**src/rtl/password_writer.sv**
```systemverilog
// Password change controller: double entry, compare, write, readback verify.
// Drives a password RAM with a fixed two-cycle read latency.
module password_writer #(
  parameter int DIGITS    = 6,
  parameter int RETRY_MAX = 1
) (
  input  logic                  clk,
  input  logic                  rst,
  input  logic                  ChangeRequest,
  input  logic                  LoggedIn,
  input  logic                  isGuest,
  input  logic [4:0]            PlayerAddress,
  input  logic [3:0]            PasswordSwitch,
  input  logic                  PasswordButton,
  input  logic [4*DIGITS-1:0]   RAM_Q,
  output logic [4:0]            RAM_Address,
  output logic [4*DIGITS-1:0]   RAM_Data,
  output logic                  RAM_WrEn,
  output logic                  Busy,
  output logic                  WriteDone,
  output logic                  WriteFail
);

  localparam int W  = 4 * DIGITS;
  localparam int CW = $clog2(DIGITS + 1);
  localparam int RW = $clog2(RETRY_MAX + 2);

  typedef enum logic [3:0] {
    IDLE, ENTRY1, ENTRY2, COMPARE, WRITE,
    READ, WAIT1, WAIT2, VERIFY
  } state_t;

  state_t          state, state_nxt;
  logic [4:0]      addr_q, addr_d;
  logic [CW-1:0]   cnt_q, cnt_d;
  logic [RW-1:0]   retry_q, retry_d;
  logic [W-1:0]    entry1_q, entry1_d;
  logic [W-1:0]    entry2_q, entry2_d;
  logic            done_q, done_d;
  logic            fail_q, fail_d;
  logic            last_digit;

  assign last_digit = (cnt_q == CW'(DIGITS - 1));

  always_ff @(posedge clk or negedge rst) begin
    if (!rst) begin
      state    <= IDLE;
      addr_q   <= '0;
      cnt_q    <= '0;
      retry_q  <= '0;
      entry1_q <= '0;
      entry2_q <= '0;
      done_q   <= 1'b0;
      fail_q   <= 1'b0;
    end else begin
      state    <= state_nxt;
      addr_q   <= addr_d;
      cnt_q    <= cnt_d;
      retry_q  <= retry_d;
      entry1_q <= entry1_d;
      entry2_q <= entry2_d;
      done_q   <= done_d;
      fail_q   <= fail_d;
    end
  end

  always_comb begin
    state_nxt = state;
    addr_d    = addr_q;
    cnt_d     = cnt_q;
    retry_d   = retry_q;
    entry1_d  = entry1_q;
    entry2_d  = entry2_q;
    done_d    = 1'b0;
    fail_d    = 1'b0;
    case (state)
      IDLE: begin
        if (ChangeRequest) begin
          if (LoggedIn && !isGuest) begin
            addr_d    = PlayerAddress;
            cnt_d     = '0;
            retry_d   = '0;
            state_nxt = ENTRY1;
          end else begin
            fail_d = 1'b1;
          end
        end
      end
      ENTRY1: begin
        if (PasswordButton) begin
          entry1_d = {entry1_q[W-5:0], PasswordSwitch};
          if (last_digit) begin
            cnt_d     = '0;
            state_nxt = ENTRY2;
          end else begin
            cnt_d = cnt_q + CW'(1);
          end
        end
      end
      ENTRY2: begin
        if (PasswordButton) begin
          entry2_d = {entry2_q[W-5:0], PasswordSwitch};
          if (last_digit) begin
            cnt_d     = '0;
            state_nxt = COMPARE;
          end else begin
            cnt_d = cnt_q + CW'(1);
          end
        end
      end
      COMPARE: begin
        if (entry1_q == entry2_q) begin
          state_nxt = WRITE;
        end else begin
          fail_d    = 1'b1;
          state_nxt = IDLE;
        end
      end
      WRITE: state_nxt = READ;
      READ:  state_nxt = WAIT1;
      WAIT1: state_nxt = WAIT2;
      WAIT2: state_nxt = VERIFY;
      VERIFY: begin
        if (RAM_Q == entry1_q) begin
          done_d    = 1'b1;
          state_nxt = IDLE;
        end else if (retry_q < RW'(RETRY_MAX)) begin
          retry_d   = retry_q + RW'(1);
          state_nxt = WRITE;
        end else begin
          fail_d    = 1'b1;
          state_nxt = IDLE;
        end
      end
      default: state_nxt = IDLE;
    endcase
    // Session loss wins over any progress made this cycle.
    if (!LoggedIn && (state inside {ENTRY1, ENTRY2, COMPARE,
                                    WRITE, READ, WAIT1, WAIT2})) begin
      state_nxt = IDLE;
      done_d    = 1'b0;
      fail_d    = 1'b1;
    end
  end

  assign RAM_WrEn    = (state == WRITE);
  assign RAM_Address = addr_q;
  assign RAM_Data    = (state == WRITE) ? entry1_q : '0;
  assign Busy        = (state != IDLE);
  assign WriteDone   = done_q;
  assign WriteFail   = fail_q;

endmodule
```
**config.mk**
```make
export PLATFORM = sky130hd
export DESIGN_NAME = password_writer
export DESIGN_NICKNAME = d
export VERILOG_FILES = /design/src/rtl/password_writer.sv
export SDC_FILE = /design/constraint.sdc
export NUM_CORES = 1
export LEC_CHECK = 0
export CORE_MARGIN = 2
export CORE_UTILIZATION = 51
export DETAILED_ROUTE_END_ITERATION = 10
export PLACE_DENSITY_LB_ADDON = 0.1
export SLEW_MARGIN = 40
export SYNTH_ARGS = -nofsm -noshare
export SYNTH_HDL_FRONTEND = slang
export SYNTH_SLANG_ARGS = --single-unit
export TNS_END_PERCENT = 30
```
**constraint.sdc**
```tcl
create_clock -name clk -period 2.35 [get_ports clk]
set_clock_uncertainty 0.05 [all_clocks]
set_input_delay 0.47 -clock clk [delete_from_list [all_inputs] [get_ports clk]]
set_output_delay 0.47 -clock clk [all_outputs]
set_load 0.01 [all_outputs]
```
After elaboration in Yosys (flattened, before gate mapping)
Cells that the tools add are included.
- register bits: 64
- input port bits: 39
- output and inout port bits: 33
- logic and storage cells: 81
- add/sub/neg operators: 2
- magnitude comparators: 1
- eq/ne operators: 22
- muxes and demuxes: 32
- reduce and logical (&&, ||, !) cells: 16
- operators by type and width (cell ; number):
    equality test 24 bit ; 2
    case mux 4 bit (9 select lines) ; 1
    two-way mux 4 bit ; 7
    two-way mux 24 bit ; 1
    two-way mux 3 bit ; 7
    equality test 4 x 3 -> 1 bit, second input constant ; 4
    != test 3 x 2 -> 1 bit, second input constant ; 4
    two-way mux 1 bit ; 9
    equality test 4 x 2 -> 1 bit, second input constant ; 2
    two-way mux 2 bit ; 4
    != test 2 bit, second input constant ; 4
    nonzero test 7 bit ; 1
    != test 3 bit, second input constant ; 2
    case mux 3 bit (2 select lines) ; 1
    AND reduction 6 bit ; 1
    AND reduction 5 bit ; 1
    equality test 4 x 1 -> 1 bit, second input constant ; 1
    equality test 4 bit, second input constant ; 1
    zero test 4 bit ; 1
    case mux 2 bit (2 select lines) ; 1
    AND reduction 2 bit ; 2
    AND reduction 4 bit ; 1
    nonzero test 2 bit ; 2
    nonzero test 4 bit ; 1
    10 further kinds ; 12

Depth between registers and ports, before layout
- depth after elaboration: 6
- gate-level depth with buffers: 7
- depth with buffers taken out: 5

Worst setup path after synthesis
OpenSTA, ideal clock, no wires.
- path type: reg-to-output
- start point: register state[3]
- end point: output port RAM_Data[14]
- arrival: 1408 ps
- data required time: 1830 ps
- slack: 422 ps
- cell stages (with the launch flop): 7
- path buffers: 2
- path through: dfrtp_1 -> buf_2 -> inv_1 -> nand2_1 -> nor3_2 -> clkbuf_1 -> and2_1
- cells in the longest elaborated chain, start to end: 2
- ends and longest elaborated chain (item ; line ; source):
    from (decl) ; 33 ; state_t state, state_nxt;
    from (signal assigned) ; 56 ; state <= state_nxt;
    equality test 4 x 3 -> 1 bit ; - ;
    via RAM_WrEn ; 18 ; output logic RAM_WrEn,
    two-way mux 24 bit ; 148 ; assign RAM_Data = (state == WRITE) ? entry1_q : '0;
    to (decl) ; 17 ; output logic [4*DIGITS-1:0] RAM_Data,
The timed path passes the listed nets, and every way through them passes these cells.

Final worst setup path
- start point: register state[3]
- end point: output port RAM_Data[11]
- cells in the longest elaborated chain, start to end: 2
- ends and longest elaborated chain (item ; line):
    equality test 4 x 3 -> 1 bit ; 148
    two-way mux 24 bit ; 148
Every way passes these cells.

==> out/qor.txt <==
Post-Syn Instances: 281
M1 GR Usage: 0.3082
R2r worst-path depth: 5
Post-synth EDFFs: 0
Area of the multi-input gates: 1720 µm²
GPL Wtd Cong: 0.8036
Synth warnings: 0
Power density cells: 954.6 nW/µm²
Crit. End Element: primary output
Largest cells by area after synthesis: dfrtp_1 (47%), mux2_2 (18%), xnor2_1 (6.2%)
Most common cell after layout, fill and taps aside: dfrtp_1
CTS tree: built
Drt wl/cell: 16.22 µm
GRT Overall Usage: 0.2119
DIE AREA: 7320 µm²
Ant. Diodes: 0
Post-synth cell types: 46
Status: complete, no violations
First-pass GRT wire length: 11900 µm
CTS max path bufs: 2
Asr flop ratio synth: 1.000
Mean Syn Cell Area: 12.07 µm²
Via count: 2365
CP peak stage delay: 0.38 ns
Met2 Track Usage GR: 0.3182
Number of clock sinks: 64
Syn_nets: 321
Area of the core: 6386 µm²
Slew @ Worst Pin: 0.5440 ns
Worst-Skew Late Latency: 0.33 ns
Layout cell share with drive strength beyond 1: 0.2747
Reg area: 1602 µm²
Htree depth: 3
Yosys top cell area share: 0.4722
Worst VDD drop: 0.6516 mV
Setup TNS Final: 0 ns
R2R Setup Slk: 0.42 ns
Worst path required time: 1.83 ns
Post-synth top area cell: dfrtp_1
Slew headroom: 0.6373
Synthesized area: 3392 µm²
Critical path's slowest cell: dfrtp_1
Tmin final: 2.274 ns
Final setup fails: 0
Fill count: 506
Initial antenna violation count: 0
Gr ovfl total: 0
Final ANT Viol Nets: 0
Most frequent cells in the layout: dfrtp_1 (64), mux2_2 (53), clkdlybuf4s50_1 (44)
Max Cap Violations: 0
Die X: 85.56 µm
PortBufs: 71
Critical path startpoint category: flip-flop
Post-Route WL: 7331 µm
Synth Register Bits: 64
Final Hold Fails: 0
Die Ht: 85.56 µm
Sequential area share after synthesis: 0.4722
Overall power: 0.004259 W
HPWL after detailed placement: 5425 µm
Root buf cell: clkbuf_8
Primary FF master, synth: dfrtp_1
Routing usage on met3: 0.03850
DR vias/cell: 5.232
Finished Layout Cells: 452
Ports: 72
Crit path arrival time: 1.75 ns
Drt drc: 0
Top Usage Layer GRT: met2
Nets: 411
Hold WC Path Type: in -> async
Initial drt markers: 147
Final max-slew violation count: 0
CP Max Fanout: 10
Reg2reg start: entry1_q[18]$_DFFE_PN0P_
Rows: 29
Bufs and invs on worst path: 4
Critical path type: reg -> out
CP top delay family: buffers and inverters
DR pass1 iterations: 6
Highest Clock Rate: 439.8 MHz
Cell Area, Placed: 4247 µm²
Clock transition at path regs: 0.07 ns
Final instance area: 4462 µm²
Lkg Pwr: 2.179 nW
Crit-path cells: inv_1 > nand2_1 > nor3_4 > buf_4 > buf_6 > and2_1 > dlygate4sd2_1
Number of global-route vias before repair: 2355
Initial cell density of the core: 0.5312
Final period util: 0.9675
Synth-to-layout area growth: 31.54%
Pin count of the biggest net entering global routing: 43
CTS Buf Count: 9
R2r endpoint: state[2]$_DFFE_PN0P_
Cells after DPL: 431
## metal layers
layer  wire length (µm)  up-vias
met4                 76        0
met1               3573     1137
li1                   -     1176
met5                  0        -
met2               3418       46
met3                264        6
## kinds of logic (layout without fill, tap and decap cells)
family          after synthesis  after routing  share of synthesized area
compound gates               26             26                    0.05754
simple gates                 72             72                     0.1387
flops                        64             64                     0.4722
xor+xnor                     48             48                     0.1239
fa+ha+maj                     1              1                   0.003688
mux                          54             54                     0.1789
buf+inv                      16            110                    0.02508
## what timing repair did
action | CTS | global route
gates cloned | 0 | 1
hold buffers | 1 | 0
setup endpoints to repair | 24 | 7
hold endpoints to repair | 1 | 0
buffers inserted | 0 | 4
gates resized for setup | 20 | 25
## layout make-up
cell class	count	area share
clock buffer	11	0.03393
multi-input combinational	201	0.3856
timing repair buffer	89	0.1904
tap	77	0.02159
sequential	64	0.3589
clock inverter	4	0.004487
inverter	6	0.005048
## state kept, by name, indices dropped and copies added (netlist names)
register	cells
retry_q	2
RAM_Address	5
state	4
entry2_q	24
cnt_q	3
entry1_q	24
WriteFail	1
WriteDone	1
## Yosys cell counts, drive strengths merged, types with 2 or more instances
library cell,count
o41ai,3
xor2,24
a21o,2
nor4,8
buf,8
nor3,3
nand2,7
and2,27
nand3b,2
o21ai,5
nand3,6
inv,6
a21oi,3
o311ai,3
o21a,2
mux2,53
dfrtp,64
nor2,7
xnor2,24
clkbuf,2
nand4,7
## stage by stage
| stage | worst slack [ns] | util | hold WS [ns] |
|---|---|---|---|
| global placement | 0.05994 | 0.6650 | 0.2134 |
| detailed placement | -0.02640 | 0.6650 | 0.2111 |
| finish | 0.07635 | 0.6987 | 0.4101 |
| global route | -0.007909 | 0.6987 | 0.4074 |
| CTS | -0.1238 | 0.6902 | 0.4019 |
| floorplan | 0.4215 | - | 0.1244 |
## power by group
group          leakage, nW  internal, W  switching, W  total, W
logic                 1.25     0.000895      0.000602   0.00150
clock network       0.0947     0.000427      0.000401  0.000828
registers            0.829      0.00146      0.000470   0.00193
total                 2.18      0.00279       0.00147   0.00426
## how the worst max path moves through the flow
stage	from	end	slack, ns	cells past startpoint
2_1_floorplan	state[3]$_DFFE_PN0P_	RAM_Data[14]	0.42	6
3_3_place_gp	RAM_Q[1]	state[2]$_DFFE_PN0P_	0.06	6
3_5_place_dp	RAM_Q[18]	retry_q[1]$_DFFE_PN0P_	-0.03	6
4_1_cts	state[3]$_DFFE_PN0P_	RAM_Data[21]	-0.12	6
5_1_grt	state[3]$_DFFE_PN0P_	RAM_Data[11]	-0.008	7
6_report	state[3]$_DFFE_PN0P_	RAM_Data[11]	0.08	7
Note: power is estimated with default switching activity, not from simulation.
